--- config.mk ---
export PLATFORM = sky130hd
export DESIGN_NAME = lcd_reader
export DESIGN_NICKNAME = d
export VERILOG_FILES = /design/src/rtl/lcd_reader.sv
export SDC_FILE = /design/constraint.sdc
export NUM_CORES = 1
export LEC_CHECK = 0
export BUFFER_PORTS_ARGS = -buffer_cell sky130_fd_sc_hd__buf_2
export CORE_ASPECT_RATIO = 1.2
export CORE_MARGIN = 4
export CORE_UTILIZATION = 50
export CTS_CLUSTER_DIAMETER = 100
export DETAILED_ROUTE_END_ITERATION = 16
export GPL_TIMING_DRIVEN = 0
export PLACE_DENSITY = 0.81
export SLEW_MARGIN = 10
export SYNTH_ARGS = -nofsm -noshare
export SYNTH_HDL_FRONTEND = slang
export SYNTH_SLANG_ARGS = --single-unit
--- constraint.sdc ---
create_clock -name clk_i -period 3.1 [get_ports clk_i]
set_input_delay 0 -clock clk_i [delete_from_list [all_inputs] [get_ports clk_i]]
set_output_delay 0 -clock clk_i [all_outputs]
set_load 0.005 [all_outputs]
--- src/rtl/lcd_reader.sv ---
// lcd_reader: reads the busy flag/address counter or a data byte from an HD44780 LCD,
//   optionally re-polling the busy flag until it clears or the poll limit is reached.
//   clk_i/rst_ni        clock, asynchronous active-low reset
//   clk_en_i            FSM, counters and outputs advance only when high
//   start_i, data_a_i   start an instruction in IDLE; data_a_i[0]=RS, [1]=poll (RS=0 only)
//   data_b_i            reserved
//   result_o, done_o    {timeout, 23'b0, byte}; done_o pulses for one enabled cycle
//   rs_o, rw_o, e_o     LCD RS, R/W (1 while the LCD drives the bus), E
//   data_bus_i          LCD DB7..DB0 as read back from the pads
module lcd_reader #(
  parameter int SETUP_CYCLES = 2,
  parameter int PULSE_CYCLES = 25,
  parameter int HOLD_CYCLES  = 25,
  parameter int MAX_POLLS    = 50000
) (
  input  logic        clk_i,
  input  logic        rst_ni,
  input  logic        clk_en_i,
  input  logic        start_i,
  input  logic [31:0] data_a_i,
  input  logic [31:0] data_b_i,
  output logic [31:0] result_o,
  output logic        done_o,
  output logic        rs_o,
  output logic        rw_o,
  output logic        e_o,
  input  logic [7:0]  data_bus_i
);
  localparam logic [15:0] S_LAST = 16'(SETUP_CYCLES - 1);
  localparam logic [15:0] P_LAST = 16'(PULSE_CYCLES - 1);
  localparam logic [15:0] H_LAST = 16'(HOLD_CYCLES - 1);
  localparam logic [15:0] M_LAST = 16'(MAX_POLLS - 1);
  typedef enum logic [2:0] {IDLE, SETUP, PULSE, HOLD, DONE} state_t;
  state_t      state_q;
  logic [15:0] cnt_q, polls_q;
  logic [7:0]  sample_q;
  logic        poll_q;
  logic        unused_ok;
  assign unused_ok = ^{data_b_i, data_a_i[31:2]};
  // A busy sample on the last allowed poll is the only way to finish with the timeout bit set.
  logic busy_d;
  assign busy_d = poll_q & sample_q[7];
  always_ff @(posedge clk_i or negedge rst_ni) begin
    if (!rst_ni) begin
      state_q  <= IDLE;
      cnt_q    <= '0;
      polls_q  <= '0;
      sample_q <= '0;
      poll_q   <= 1'b0;
      result_o <= '0;
      done_o   <= 1'b0;
      rs_o     <= 1'b0;
      rw_o     <= 1'b0;
      e_o      <= 1'b0;
    end else if (clk_en_i) begin
      case (state_q)
        IDLE: if (start_i) begin
          rs_o    <= data_a_i[0];
          poll_q  <= data_a_i[1] & ~data_a_i[0];
          polls_q <= '0;
          cnt_q   <= '0;
          rw_o    <= 1'b1;
          state_q <= SETUP;
        end
        SETUP: if (cnt_q == S_LAST) begin
          cnt_q   <= '0;
          e_o     <= 1'b1;
          state_q <= PULSE;
        end else cnt_q <= cnt_q + 16'd1;
        PULSE: if (cnt_q == P_LAST) begin
          sample_q <= data_bus_i;
          cnt_q    <= '0;
          e_o      <= 1'b0;
          state_q  <= HOLD;
        end else cnt_q <= cnt_q + 16'd1;
        HOLD: if (cnt_q == H_LAST) begin
          cnt_q <= '0;
          if (busy_d && polls_q != M_LAST) begin
            polls_q <= polls_q + 16'd1;
            state_q <= SETUP;
          end else begin
            result_o <= {busy_d, 23'b0, sample_q};
            done_o   <= 1'b1;
            rw_o     <= 1'b0;
            state_q  <= DONE;
          end
        end else cnt_q <= cnt_q + 16'd1;
        DONE: begin
          done_o  <= 1'b0;
          state_q <= IDLE;
        end
        default: state_q <= IDLE;
      endcase
    end
  end
endmodule
### Word-level counts from Yosys, hierarchy flattened

Index checks and enable logic that the tools add are counted.
W data, S select, Z words.

| storage, ports and cells | value |
|---|---|
| logic and storage cells | 68 |
| bits in registers | 57 |
| output and inout port bits | 36 |
| bits of input ports | 76 |

| operators by class | value |
|---|---|
| reduce and logical (&&, ||, !) cells | 16 |
| mux-type cells | 23 |
| $add $sub $neg | 2 |
| bitwise logic cells | 4 |
| equality and inequality tests | 13 |

Operators by type and width:

| kind | number |
|---|---|
| $mux W16 | 5 |
| $pmux W16 S3 | 1 |
| $add A16 B1 Y16 const B | 2 |
| $pmux W16 S2 | 1 |
| $eq A16 B1 Y1 const B | 1 |
| $eq A16 B5 Y1 const B | 1 |
| $ne A16 B16 Y1 const B | 1 |
| $mux W3 | 5 |
| $reduce_and A5 Y1 | 3 |
| $ne A2 B2 Y1 const B | 6 |
| $pmux W3 S4 | 1 |
| $reduce_and A4 Y1 | 3 |
| $reduce_and A3 Y1 | 3 |
| $mux W1 | 7 |
| $eq A3 B2 Y1 const B | 2 |
| $pmux W1 S2 | 3 |
| $reduce_bool A2 Y1 | 3 |
| $eq A3 B1 Y1 const B | 1 |
| $eq A3 B3 Y1 const B | 1 |
| $logic_not A3 Y1 | 1 |
| $reduce_bool A3 Y1 | 1 |
| $and A1 B1 Y1 | 2 |
| $not A1 Y1 | 2 |
| $reduce_or A2 Y1 | 1 |
| $logic_and A1 B1 Y1 | 1 |

### Depth between registers and ports, before layout

| logic depth | value |
|---|---|
| word-level depth | 5 |
| mapped depth | 8 |
| gate-level depth less buffers | 7 |

### Worst setup path before layout

No wires, ideal clock.

| path | value |
|---|---|
| path kind | register -> register |
| start | reg cnt_q[6] |
| end | reg result_o[1] |
| data arrival time | 2.088 ns |
| required time | 2.975 ns |
| clock period less this slack | 2.213 ns |
| library setup time | 0.125 ns |
| path slack | 0.887 ns |
| buffers on the path | 1 |
| cell stages (with the launch flop) | 6 |
| cell sequence | dfrtp_1 -> or4_4 -> nor4_4 -> o2111a_1 -> buf_4 -> mux2_2 |

| on the way | value |
|---|---|
| cells in the longest elaborated chain, start to end | 2 |

RTL lines:

| element | line | RTL |
|---|---|---|
| from (decl) | 35 | `logic [15:0] cnt_q, polls_q;` |
| from (signal assigned) | 69 | `end else cnt_q <= cnt_q + 16'd1;` |
| from (signal assigned) | 75 | `end else cnt_q <= cnt_q + 16'd1;` |
| from (signal assigned) | 87 | `end else cnt_q <= cnt_q + 16'd1;` |
| $eq A16 B5 Y1 | 76 | `HOLD: if (cnt_q == H_LAST) begin` |
| $reduce_and A4 Y1 (no source line) | -- |  |
| to (signal assigned) | 82 | `result_o <= {busy_d, 23'b0, sample_q};` |
| to (decl) | 22 | `output logic [31:0] result_o,` |

Every way passes these cells.
A chain may end at the register's enable or synchronous reset.

### Final worst setup path

| path | value |
|---|---|
| start | reg cnt_q[6] |
| end | reg result_o[6] |

The elaborated chain is that of the path after synthesis.

==> metrics.yaml <==
outcome:
  status: "completed"
synth:
  async_flop_share_pct: 100
  ys.warnings.count: 0
  synth_area_leader_cell: "dfrtp_1"
  synth_cell_types: 48
  synth_seq_cells: 57
  ys.flop_type: "dfrtp_1"
  synth_edf_count: 0
  ys_seq_area_share_pct: 45.0
  synth_top_area_share_pct: 45.0
  postSynthAreaPerCell_sq_um: 9.70
  synthCells: 327
  syn_area_sq_um: 3170
  synth_area_leaders: "dfrtp_1 (45%), a31oi_1 (6.9%), mux2_2 (6.0%)"
sta:
  rsz0062_at_grt: "no"
  max_freq_mhz: 412
  tns_ns: 0
  fin_skew_ns: 0.00908
  fin_ws_ns: 0.673
  finalSetupViolations: 0
  tightest_slew_ns: 0.713
  whs_ns: 0.252
  min_period_over_period_pct: 78.3
  maxSlewViolCount: 0
  finalHoldViolations: 0
  min_period_ns: 2.43
  slew_headroom_pct: 52.5
route:
  drc_errors: 0
  drt_pass1_iterations: 4
  via_count: 2694
  ant_nets: 0
  wl_um: 7080
  via_per_inst: 5.55
  first_iter_violations: 218
  post_drt_wl_per_cell_um: 14.6
placement:
  place_ws_ns: 0.693
  place.gp.congestion: 0.893
  dp.final_hpwl_um: 4850
  portBuffers: 26
final_layout:
  syn_to_final_growth_pct: 20.2
  final_nets: 478
  layout_commonest_cell: "dfrtp_1"
  layout_common_cells: "dfrtp_1 (57), a31oi_1 (35), nand2_1 (34)"
  diodes: 0
  drive_gt1_share_pct: 25.3
cts:
  htree_num_levels: 3
  post-cts-setup-buffer-count: 0
  cts.sinks: 57
  clk_latency_ns: 0.34
  cts_tree: "done"
  cts_root_buf: "clkbuf_8"
  cts_hold_buf: 12
  numCtsBuffers: 9
  post_cts_resized: 0
  clk_pin_slew_ns: 0.07
  cts.path.max_buffers: 2
floorplanning:
  die_h_um: 95.3
  fp.coreArea_sq_um: 6090
  rows: 31
  initial_utilization_pct: 52.1
  die_area_sq_um: 7690
  die_w_um: 80.7
  pin_count: 112
pwr:
  power_frac_clock_pct: 30.4
  p_seq_share_pct: 39.7
  power.leakage_uw: 0.00181
  p_switching_uw: 822
  vdd_ir_drop_max_v: 0.000468
  cell_internal_pwr_uw: 1490
  power.combinational.fraction_pct: 29.8
  swShare_pct: 35.5
  p_per_area_nw_per_um2: 606
critical_path:
  arrival_ns: 2.65
  cp_slowest_cell: "or4_4"
  criticalPathCategory: "flop to flop"
  r2r_cells: 5
  critPathCaptureType: "flop"
  cpPeakStageDelay_ns: 0.61
  critPathTopFamily: "simple AND/OR/NAND/NOR gates"
  crit_buf_inv: 1
  cp-start-kind: "flop"
  crit_start: "cnt_q[6]"
  path_cells: "or4_4 -> nor4_4 -> o2111a_1 -> buf_4 -> mux2_2"
  cp.depth: 5
  crit_required_ns: 3.32
  rr_startpoint: "cnt_q[6]"
  cp_max_fo: 10
grt:
  grt_util_met1_pct: 24.5
  grt_util_met2_pct: 34.7
  grt_start_max_net_pins: 58
  grt_util_met3_pct: 4.73
  antenna_found_initial: 0
  grt_pass1_vias: 2652
  grt_pass1_wl_um: 12200
  grt_usage_pct: 20.1
  overflow: 0
  top_usage_layer: "met2"
worst_hold_path:
  hold_path_class: "primary input to asynchronous set/reset pin"
run:
  cap_violations: 0
[routing by layer]
layer  up-vias  part of all wire [%]
met3        10                   5.0
met4         0                   1.4
li1       1313                     -
met1      1304                    41
met5         -                     0
met2        67                    53
[sequential cells by signal, indices dropped and copies added (netlist names)]
register,count
sample_q,8
polls_q,16
rw_o,1
cnt_q,16
poll_q,1
done_o,1
e_o,1
rs_o,1
result_o,9
state_q,3
[power by group through the flow]
| stage | registers (uW) | clock network, uW | logic (uW) |
|---|---|---|---|
| CTS | 917 | 713 | 685 |
| detailed placement | 931 | 0 | 671 |
| finish | 919 | 704 | 690 |
| global route | 934 | 753 | 783 |
| global placement | 925 | 0 | 651 |
| floorplan | 910 | 0 | 510 |
[final timing paths]
check / to / slack (ns)
setup / recovery: result_o[6] / 0.67
hold / removal: polls_q[11] / 0.25
setup reg to reg: result_o[6] / 0.67
hold reg to reg: result_o[5] / 0.50
max in group asynchronous: poll_q / 2.36
min in group clk_i: cnt_q[13] / 0.34
[cell type report]
cell class / instances / area (sq um)
timing repair buffer: 38 / 253
inverter: 10 / 37.5
multi-input combinational: 244 / 1540
clock inverter: 6 / 66.3
sequential: 57 / 1430
buffer: 38 / 249
clock buffer: 10 / 138
tap: 82 / 103
fill: 487 / 2280
[synth_stat cells (2+ instances only)]
cell / instances
dfrtp_1: 57
a31oi_1: 35
nand2_1: 34
buf_4: 25
nand3_1: 21
mux2_2: 17
o21ai_0: 16
a21oi_1: 12
nor2_1: 12
inv_1: 10
and3_1: 8
clkbuf_1: 8
nand2b_1: 6
a41oi_1: 5
nand4_1: 5
buf_2: 4
ha_1: 4
and4_1: 3
nor4_1: 3
nor4bb_1: 3
o21ai_1: 3
or4_4: 3
and3b_1: 2
nor3_1: 2
nor4_4: 2
o31ai_1: 2
or2_2: 2
or3_1: 2
xor2_1: 2
[cell families (layout without fill, tap and decap cells)]
kind of cell | after synthesis | after routing | share of synthesized area, %
AO/OA/AOI/OAI | 83 | 83 | 16.8
XOR/XNOR | 2 | 2 | 0.552
adder cells (fa/ha/maj) | 4 | 4 | 1.58
buffers and inverters | 48 | 102 | 9.03
flip-flops | 57 | 57 | 45.0
multiplexers | 18 | 18 | 6.35
other | 1 | 23 | 0.118
AND/OR/NAND/NOR | 114 | 114 | 20.6
[through the flow]
| step | instance area (sq um) | util [%] | power (uW) | std cells |
|---|---|---|---|---|
| after floorplan | 3250 | - | 1420 | 349 |
| after global placement | 3490 | 57.3 | 1580 | 457 |
| after detailed placement | 3490 | 57.3 | 1600 | 457 |
| after CTS | 3810 | 62.6 | 2310 | 485 |
| after global routing | 3810 | 62.6 | 2470 | 485 |
| final | 3810 | 62.6 | 2310 | 485 |
No activity file was read; power rests on OpenSTA's default activity.
